===== src/rtl/ic7420_tester_pkg.sv =====
// Shared types and helpers for the 7420 dual 4-input NAND tester.
// Holds the FSM state encoding, the vector count and the functions that
// give the expected gate outputs for a given vector index.
package ic7420_tester_pkg;

    typedef enum logic [2:0] {
        IDLE,
        DRIVE,
        WAIT,
        CHECK,
        DONE
    } state_t;

    localparam int NUM_VECTORS = 16;

    // Gate 1 sees the vector itself, so it only goes low at v = 4'hF.
    function automatic logic exp_p1y(input logic [3:0] v);
        return ~&v;
    endfunction

    // Gate 2 sees the inverted vector, so it only goes low at v = 4'h0.
    function automatic logic exp_p2y(input logic [3:0] v);
        return ~&(~v);
    endfunction

endpackage


===== src/rtl/bit_sync.sv =====
// Multi-stage flop synchronizer for signals arriving asynchronously to clk.
// Ports:
//   clk    - sampling clock, rising edge
//   reset  - asynchronous active-high reset, clears every stage to 0
//   d      - asynchronous input bus
//   q      - synchronized output, STAGES cycles behind d
module bit_sync
    import ic7420_tester_pkg::*;
#(
    parameter int STAGES = 2,
    parameter int WIDTH  = 2
) (
    input  logic             clk,
    input  logic             reset,
    input  logic [WIDTH-1:0] d,
    output logic [WIDTH-1:0] q
);

    logic [WIDTH-1:0] chain [STAGES];

    // Plain shift chain; stage 0 is the only flop that may go metastable,
    // later stages give it time to resolve before the value is used.
    always_ff @(posedge clk or posedge reset) begin
        if (reset) begin
            for (int i = 0; i < STAGES; i++) begin
                chain[i] <= '0;
            end
        end else begin
            chain[0] <= d;
            for (int i = 1; i < STAGES; i++) begin
                chain[i] <= chain[i-1];
            end
        end
    end

    assign q = chain[STAGES-1];

endmodule


===== src/rtl/ic7420_tester.sv =====
// Drive-and-check tester for a 7420 dual 4-input NAND.
// A run steps a 4-bit vector 0..15: gate 1 gets the vector, gate 2 gets its
// inverse. After each vector settles, the synchronized chip outputs are
// compared with the ideal NAND result and errors are tallied.
// Ports:
//   clk, reset          - clock (rising edge) and async active-high reset
//   start               - level request; only looked at while idle
//   p1a..p1d, p2a..p2d  - registered drive to the chip inputs
//   p1y, p2y            - chip outputs, asynchronous to clk
//   busy                - high from the first DRIVE through the last CHECK
//   done                - one-cycle pulse when a run finishes
//   pass                - no failing vectors in the last run
//   err_count           - number of failing vectors (0..16)
//   fail_vec, fail_y    - index and sampled {p2y,p1y} of the first failure
module ic7420_tester
    import ic7420_tester_pkg::*;
#(
    parameter int SETTLE_CYCLES = 4,
    parameter int SYNC_STAGES   = 2
) (
    input  logic       clk,
    input  logic       reset,
    input  logic       start,
    output logic       p1a,
    output logic       p1b,
    output logic       p1c,
    output logic       p1d,
    output logic       p2a,
    output logic       p2b,
    output logic       p2c,
    output logic       p2d,
    input  logic       p1y,
    input  logic       p2y,
    output logic       busy,
    output logic       done,
    output logic       pass,
    output logic [4:0] err_count,
    output logic [3:0] fail_vec,
    output logic [1:0] fail_y
);

    localparam int CW = $clog2(SETTLE_CYCLES + 1);
    localparam logic [CW-1:0] SETTLE_LAST = CW'(SETTLE_CYCLES - 1);
    localparam logic [3:0] LAST_VEC = 4'(NUM_VECTORS - 1);

    state_t        state;
    logic [3:0]    vec;
    logic [CW-1:0] settle_cnt;
    logic [1:0]    y_sync;
    logic [1:0]    y_exp;
    logic          mismatch;
    logic [4:0]    err_next;

    bit_sync #(
        .STAGES (SYNC_STAGES),
        .WIDTH  (2)
    ) u_sync (
        .clk   (clk),
        .reset (reset),
        .d     ({p2y, p1y}),
        .q     (y_sync)
    );

    // Expected outputs for the vector currently on the pins, and the error
    // count as it would be after this vector is judged.
    always_comb begin
        y_exp    = {exp_p2y(vec), exp_p1y(vec)};
        mismatch = (y_sync != y_exp);
        err_next = err_count + {4'b0000, mismatch};
    end

    // Single-process FSM: sequencing, pin drive and result registers.
    // Pins change on the edge leaving DRIVE and then sit for SETTLE_CYCLES
    // so the synchronizer is flushed before CHECK looks at y_sync.
    // pass is resolved on the last CHECK so it is valid alongside done.
    always_ff @(posedge clk or posedge reset) begin
        if (reset) begin
            state      <= IDLE;
            vec        <= '0;
            settle_cnt <= '0;
            {p1a, p1b, p1c, p1d} <= 4'b0000;
            {p2a, p2b, p2c, p2d} <= 4'b0000;
            busy       <= 1'b0;
            done       <= 1'b0;
            pass       <= 1'b0;
            err_count  <= '0;
            fail_vec   <= '0;
            fail_y     <= '0;
        end else begin
            case (state)
                IDLE: begin
                    done <= 1'b0;
                    if (start) begin
                        state     <= DRIVE;
                        vec       <= '0;
                        err_count <= '0;
                        fail_vec  <= '0;
                        fail_y    <= '0;
                        pass      <= 1'b0;
                        busy      <= 1'b1;
                    end
                end
                DRIVE: begin
                    {p1a, p1b, p1c, p1d} <= vec;
                    {p2a, p2b, p2c, p2d} <= ~vec;
                    settle_cnt <= '0;
                    state      <= WAIT;
                end
                WAIT: begin
                    if (settle_cnt == SETTLE_LAST) begin
                        state <= CHECK;
                    end else begin
                        settle_cnt <= settle_cnt + 1'b1;
                    end
                end
                CHECK: begin
                    if (mismatch) begin
                        err_count <= err_next;
                        if (err_count == 5'd0) begin
                            fail_vec <= vec;
                            fail_y   <= y_sync;
                        end
                    end
                    if (vec == LAST_VEC) begin
                        state <= DONE;
                        done  <= 1'b1;
                        busy  <= 1'b0;
                        pass  <= (err_next == 5'd0);
                    end else begin
                        vec   <= vec + 1'b1;
                        state <= DRIVE;
                    end
                end
                DONE: begin
                    done  <= 1'b0;
                    state <= IDLE;
                end
                default: begin
                    state <= IDLE;
                end
            endcase
        end
    end

endmodule


===== config.mk =====
export PLATFORM = sky130hd
export DESIGN_NAME = ic7420_tester
export DESIGN_NICKNAME = d
export VERILOG_FILES = /design/src/rtl/ic7420_tester_pkg.sv /design/src/rtl/bit_sync.sv /design/src/rtl/ic7420_tester.sv
export SDC_FILE = /design/constraint.sdc
export NUM_CORES = 1
export LEC_CHECK = 0
export ABC_AREA = 1
export BUFFER_PORTS_ARGS = -buffer_cell sky130_fd_sc_hd__buf_2
export CELL_PAD_IN_SITES_DETAIL_PLACEMENT = 1
export CELL_PAD_IN_SITES_GLOBAL_PLACEMENT = 2
export CORE_AREA = 2 2 101 54
export DETAILED_ROUTE_END_ITERATION = 7
export DIE_AREA = 0 0 103 56
export PLACE_DENSITY_LB_ADDON = 0.1
export SYNTH_ARGS = -nofsm -noshare
export SYNTH_HDL_FRONTEND = slang
export SYNTH_SLANG_ARGS = --single-unit

===== constraint.sdc =====
create_clock -name clk -period 4.8 [get_ports clk]
set_input_delay 0.24 -clock clk [delete_from_list [all_inputs] [get_ports clk]]
set_output_delay 0.24 -clock clk [all_outputs]
set_load 0.005 [all_outputs]

# Yosys cells after proc, flatten, opt, wreduce, memory -nomap -nowiden
# Index checks and enable logic that the tools add are counted.
# totals
regBits	36
latch_bits	0
mem_bits_rw	0
mem_bits_ro	0
input_bits	5
output_inout_bits	22
wordCells	82
memories	0
# op_classes
add_sub_neg	3
multipliers	0
n_div	0
magnitude_cmp	0
eq_ne	14
shifts	0
mux	27
bitwise	1
reduce_logical	18
# op_table
operator	count
$mux W4	4
$pmux W4 S2	2
$ne A2 B2 Y1 const B	7
$mux W3	4
$pmux W3 S4	1
$reduce_and A4 Y1	3
$logic_not A5 Y1	2
$mux W5	2
$pmux W5 S2	1
$eq A3 B2 Y1 const B	3
$reduce_and A3 Y1	3
$mux W2	3
$pmux W1 S2	3
$pmux W3 S2	1
$reduce_and A2 Y1	3
$reduce_bool A2 Y1	3
$add A5 B1 Y5	1
$mux W1	5
$add A4 B1 Y4 const B	1
$eq A4 B4 Y1 const B	1
$not A4 Y4	1
$pmux W2 S2	1
$add A3 B1 Y3 const B	1
$eq A3 B1 Y1 const B	1
5 further kinds	6

# Depth between registers and ports, before layout
# depth
word_depth	8
ltp_mapped	13
depth_no_buf	13

# Hierarchy
# A second synthesis with hierarchy kept.
# hier_totals
hier_cells	191
hier_area_um2	1779.2
# by_module_without_submodules
mod	instances	cells_per_inst	area_each_um2	seq_area_each_um2
ic7420_tester	1	184	1660.3	800.8
bit_sync	1	7	118.9	100.1

# Worst setup path before layout
# OpenSTA, ideal clock, no wires.
# synth_timing
kind	register to register
startpoint	register vec[0]
endpoint	register pass
setup_time_ns	0.065
arrival_time_ns	1.894
required_time_ns	4.735
path_slack_ns	2.841
stages_incl_launch_ff	13
path_buffers	0
period_less_slack_ns	1.959
path_cell_list	dfrtp_1 -> ha_1 -> nand3_4 -> nand2_2 -> nand2_2 -> nand2_1 -> ha_1 -> ha_1 -> xnor2_1 -> nand3_1 -> nor2_1 -> nand3b_1 -> nand2_1
# synth_between
elab_chain_len	8
elab_cells_between_ends	13
cone_classes	1 x add/sub; 3 x eq/ne; 2 x mux; 1 x bitwise; 6 x reduce/logical
# synth_lines
item	line_no	rtl
from (decl)	ic7420_tester.sv:47	logic [3:0] vec;
from (signal assigned)	ic7420_tester.sv:130	vec <= vec + 1'b1;
$not A4 Y4	ic7420_tester_pkg.sv:23	return ~&(~v);
$reduce_and A4 Y1	ic7420_tester_pkg.sv:23	
$logic_not A1 Y1	ic7420_tester_pkg.sv:23	
$ne A2 B2 Y1	ic7420_tester.sv:68	mismatch = (y_sync != y_exp);
$add A5 B1 Y5	ic7420_tester.sv:69	err_next = err_count + {4'b0000, mismatch};
$logic_not A5 Y1	ic7420_tester.sv:128	pass <= (err_next == 5'd0);
$mux W1	ic7420_tester.sv:124	if (vec == LAST_VEC) begin
$pmux W1 S2	ic7420_tester.sv:90	case (state)
to (signal assigned)	ic7420_tester.sv:128	
to (decl)	ic7420_tester.sv:36	output logic pass,
# Parallel ways exist; a longest one is shown, timed or not. The select of a mux whose other input is x is not followed.
# A chain may end at the register's enable or synchronous reset.

# Final worst setup path
# Ends and elaborated chain as after synthesis.

==> metrics.txt <==
outcome finished, final reports clean; CP endpoint pass; violation count after the first detailed-routing iteration 29; Gates resized, CTS repair 0; warnings from Yosys 0; fraction of layout cells with a size suffix above 1 0.271; required time at the endpoint of the critical path 5.03 ns; element type at the critical path start flop; clock tree from TritonCTS built; cts-stage hold buffer count 0; latest clock arrival within the worst-skew pair 0.29 ns; root buffer cell clkbuf_8; number of register bits inferred by synthesis 36; number of vias per cell 4.61; CP most frequent cell ha_1; global routing usage summed across all routing layers 0.148; Longest Clk Path Bufs 2; peak fanout along the critical path 5; port bufs 26; WL per Instance 13.0 microns; CP max stage cell dfrtp_1; Crit Reg-Reg Startpoint vec[0]; share of the cycle needed by the critical path after routing 0.443; Core ar. 0.00482 sq mm; Sinks on Clock Net 36; post-synthesis cell type count 26; Setup crit end kind flop; Max IR drop VDD 0.195 mV; total negative setup slack 0 ns; number of global-route vias before repair 1404; Maximum Capacitance Violations 0; die outline area roughly 0.0058 sq mm; Post-Synthesis Net Count 204; share of flip-flops with an asynchronous set or reset after synthesis 1.00; maximum clock skew at final layout 0.00484 ns; post-CTS setup buffer count 0; Antenna Violating Nets Remaining 0; Slew @ Worst Pin 0.521 ns; antenna violations before repair 0; clock buffer count from CTS 5; worst slew margin relative to its limit 0.652; number of design rule violations left after detail routing 0; count of flip-flops with a built-in enable after synthesis 0; Synth-to-Final Area Change 16.7%; first-pass GRT wire length around 6700 microns; dominant register cell in the synthesized netlist dfrtp_1; total number of placement rows 18; Arr. time, crit path 2.36 ns; Chip Height 56 microns; via count 1361; cell count after synthesis slightly below 200; drt total wl 3820 microns; pin count of the biggest net entering global routing 37; effective utilization at floorplan 0.368; total power draw 0.00112 W; max layer used met4; final critical path time including I/O delays and setup approximately 2.1 ns; hold crit path type in -> async; leakage power 1.04 nW; Final Slew Violations 0; fraction of the yosys area taken by sequential cells 0.508; met1 layer wirelength in the final routing between 2000 and 2500 microns; Die Wd 103 microns; number of nets in the finished design 235; Detailed Place HPWL roughly 2800 microns; power density normalized to cell area between 500 and 600 mW/mm^2; final hold violation count 0; critical-path cell list ha_1 -> nand3_4 -> nand2_2 -> nand2_2 -> nand2_1 -> ha_1 -> ha_1 -> xnor2_1 -> nand3_1 -> nor2_1 -> nand3b_1 -> nand2_1; total of endpoints with negative setup slack in the final report 0; met2 WL ~1500 microns; Met3 Routed Length 166 microns; critical path startpoint vec[0]; mapped cell area 0.00177 sq mm; final antenna diode count 0; largest incremental delay on the critical path 0.42 ns; clock slew at reported path FFs 0.08 ns; path depth of the worst reg2reg path 12; first drt pass iteration count 3; syn_area_per_cell roughly 9.2 sq um; maximum level of the CTS H-tree 2; path type of the worst setup path reg -> reg; Overflow after GRT 0; top achievable clock speed 470 MHz; Top Ports 27; r2r setup slk between 2 and 3 ns; RSZ-0062 raised after global routing false; global placement routability congestion 0.770; critical register-to-register path endpoint pass
## synthesized netlist by cell type, types with 3 or more instances
master | instances | area share
nand2_1 | 41 | 0.087
dfrtp_1 | 36 | 0.51
inv_1 | 20 | 0.042
nor2_1 | 20 | 0.042
nand3_1 | 14 | 0.039
nand2_2 | 11 | 0.039
nand4_1 | 7 | 0.025
ha_1 | 6 | 0.042
o21ai_2 | 5 | 0.025
a21oi_1 | 4 | 0.011
o21a_1 | 4 | 0.017
o21ai_0 | 4 | 0.011
nand3_4 | 3 | 0.030
xnor2_1 | 3 | 0.015
## kinds of logic after synthesis
| family | count (synthesis) | share of synthesized area |
|---|---|---|
| compound gates | 18 | 0.0677 |
| xor+xnor | 5 | 0.0247 |
| fa+ha+maj | 6 | 0.0423 |
| buf+inv | 26 | 0.0621 |
| flops | 36 | 0.508 |
| simple gates | 102 | 0.295 |
## area by class of cell
| cell class | count | area (sq um) |
|---|---|---|
| clock buffer | 6 | 82.6 |
| clock inverter | 2 | 10.0 |
| fill | 585 | 2750 |
| inverter | 23 | 88.8 |
| multi-input combinational | 131 | 763 |
| sequential | 36 | 901 |
| tap | 70 | 87.6 |
| timing repair buffer | 27 | 138 |
## worst max-delay path, delay by kind of cell (launching register included)
| family | cells | cell delay (ns) |
|---|---|---|
| flops | 1 | 0.42 |
| simple gates | 8 | 0.72 |
| xor+xnor | 1 | 0.23 |
| fa+ha+maj | 3 | 0.69 |
## through the flow
stage / util / cell area (sq um) / hold slack, ns / setup WS (ns) / instances
global route: 0.430 / 2070 / 0.0395 / 2.46 / 295
floorplan: - / 1770 / 0.271 / 2.84 / 193
CTS: 0.430 / 2070 / 0.0406 / 2.64 / 295
global placement: 0.410 / 1980 / 0.333 / 2.76 / 287
detailed placement: 0.410 / 1980 / 0.336 / 2.66 / 287
finish: 0.430 / 2070 / 0.0457 / 2.67 / 295
## per-layer routing
layer,track usage,up-vias
li1,-,678
met1,0.218,653
met2,0.207,25
met3,0.0452,5
met4,0.0451,0
met5,0,-
## layout by cell type (no fill, tap or decap), types with 5 or more instances in the layout
cell type,instances
clkbuf_8,6
nor2_1,20
buf_2,26
ha_1,6
nand2_2,11
nand4_1,7
dfrtp_1,36
nand3_1,14
o21ai_2,5
nand2_1,41
inv_1,20
## registers in the layout (all words and copies together), names as in the netlist, 2 cells and up
name,count
u_sync.q,2
settle_cnt,3
fail_vec,4
state,3
vec,4
err_count,5
u_sync.chain,2
fail_y,2
## worst min path at each step
stage / slack (ns) / cells past startpoint / end / from
after floorplan: 0.27 / 0 / u_sync.chain[2] / p1y
after global placement: 0.33 / 0 / u_sync.q[1] / u_sync.chain[3]
after detailed placement: 0.34 / 0 / u_sync.q[1] / u_sync.chain[3]
after CTS: 0.04 / 1 / u_sync.chain[3] / p2y
after global routing: 0.04 / 1 / u_sync.chain[2] / p1y
final: 0.05 / 3 / settle_cnt[0] / reset
## report_power, final
| part | switching (W) | internal, W |
|---|---|---|
| sequential | 0.0000559 | 0.000377 |
| combinational | 0.000302 | 0.000160 |
| clock | 0.000113 | 0.000115 |
(Power assumes the default switching activity.)
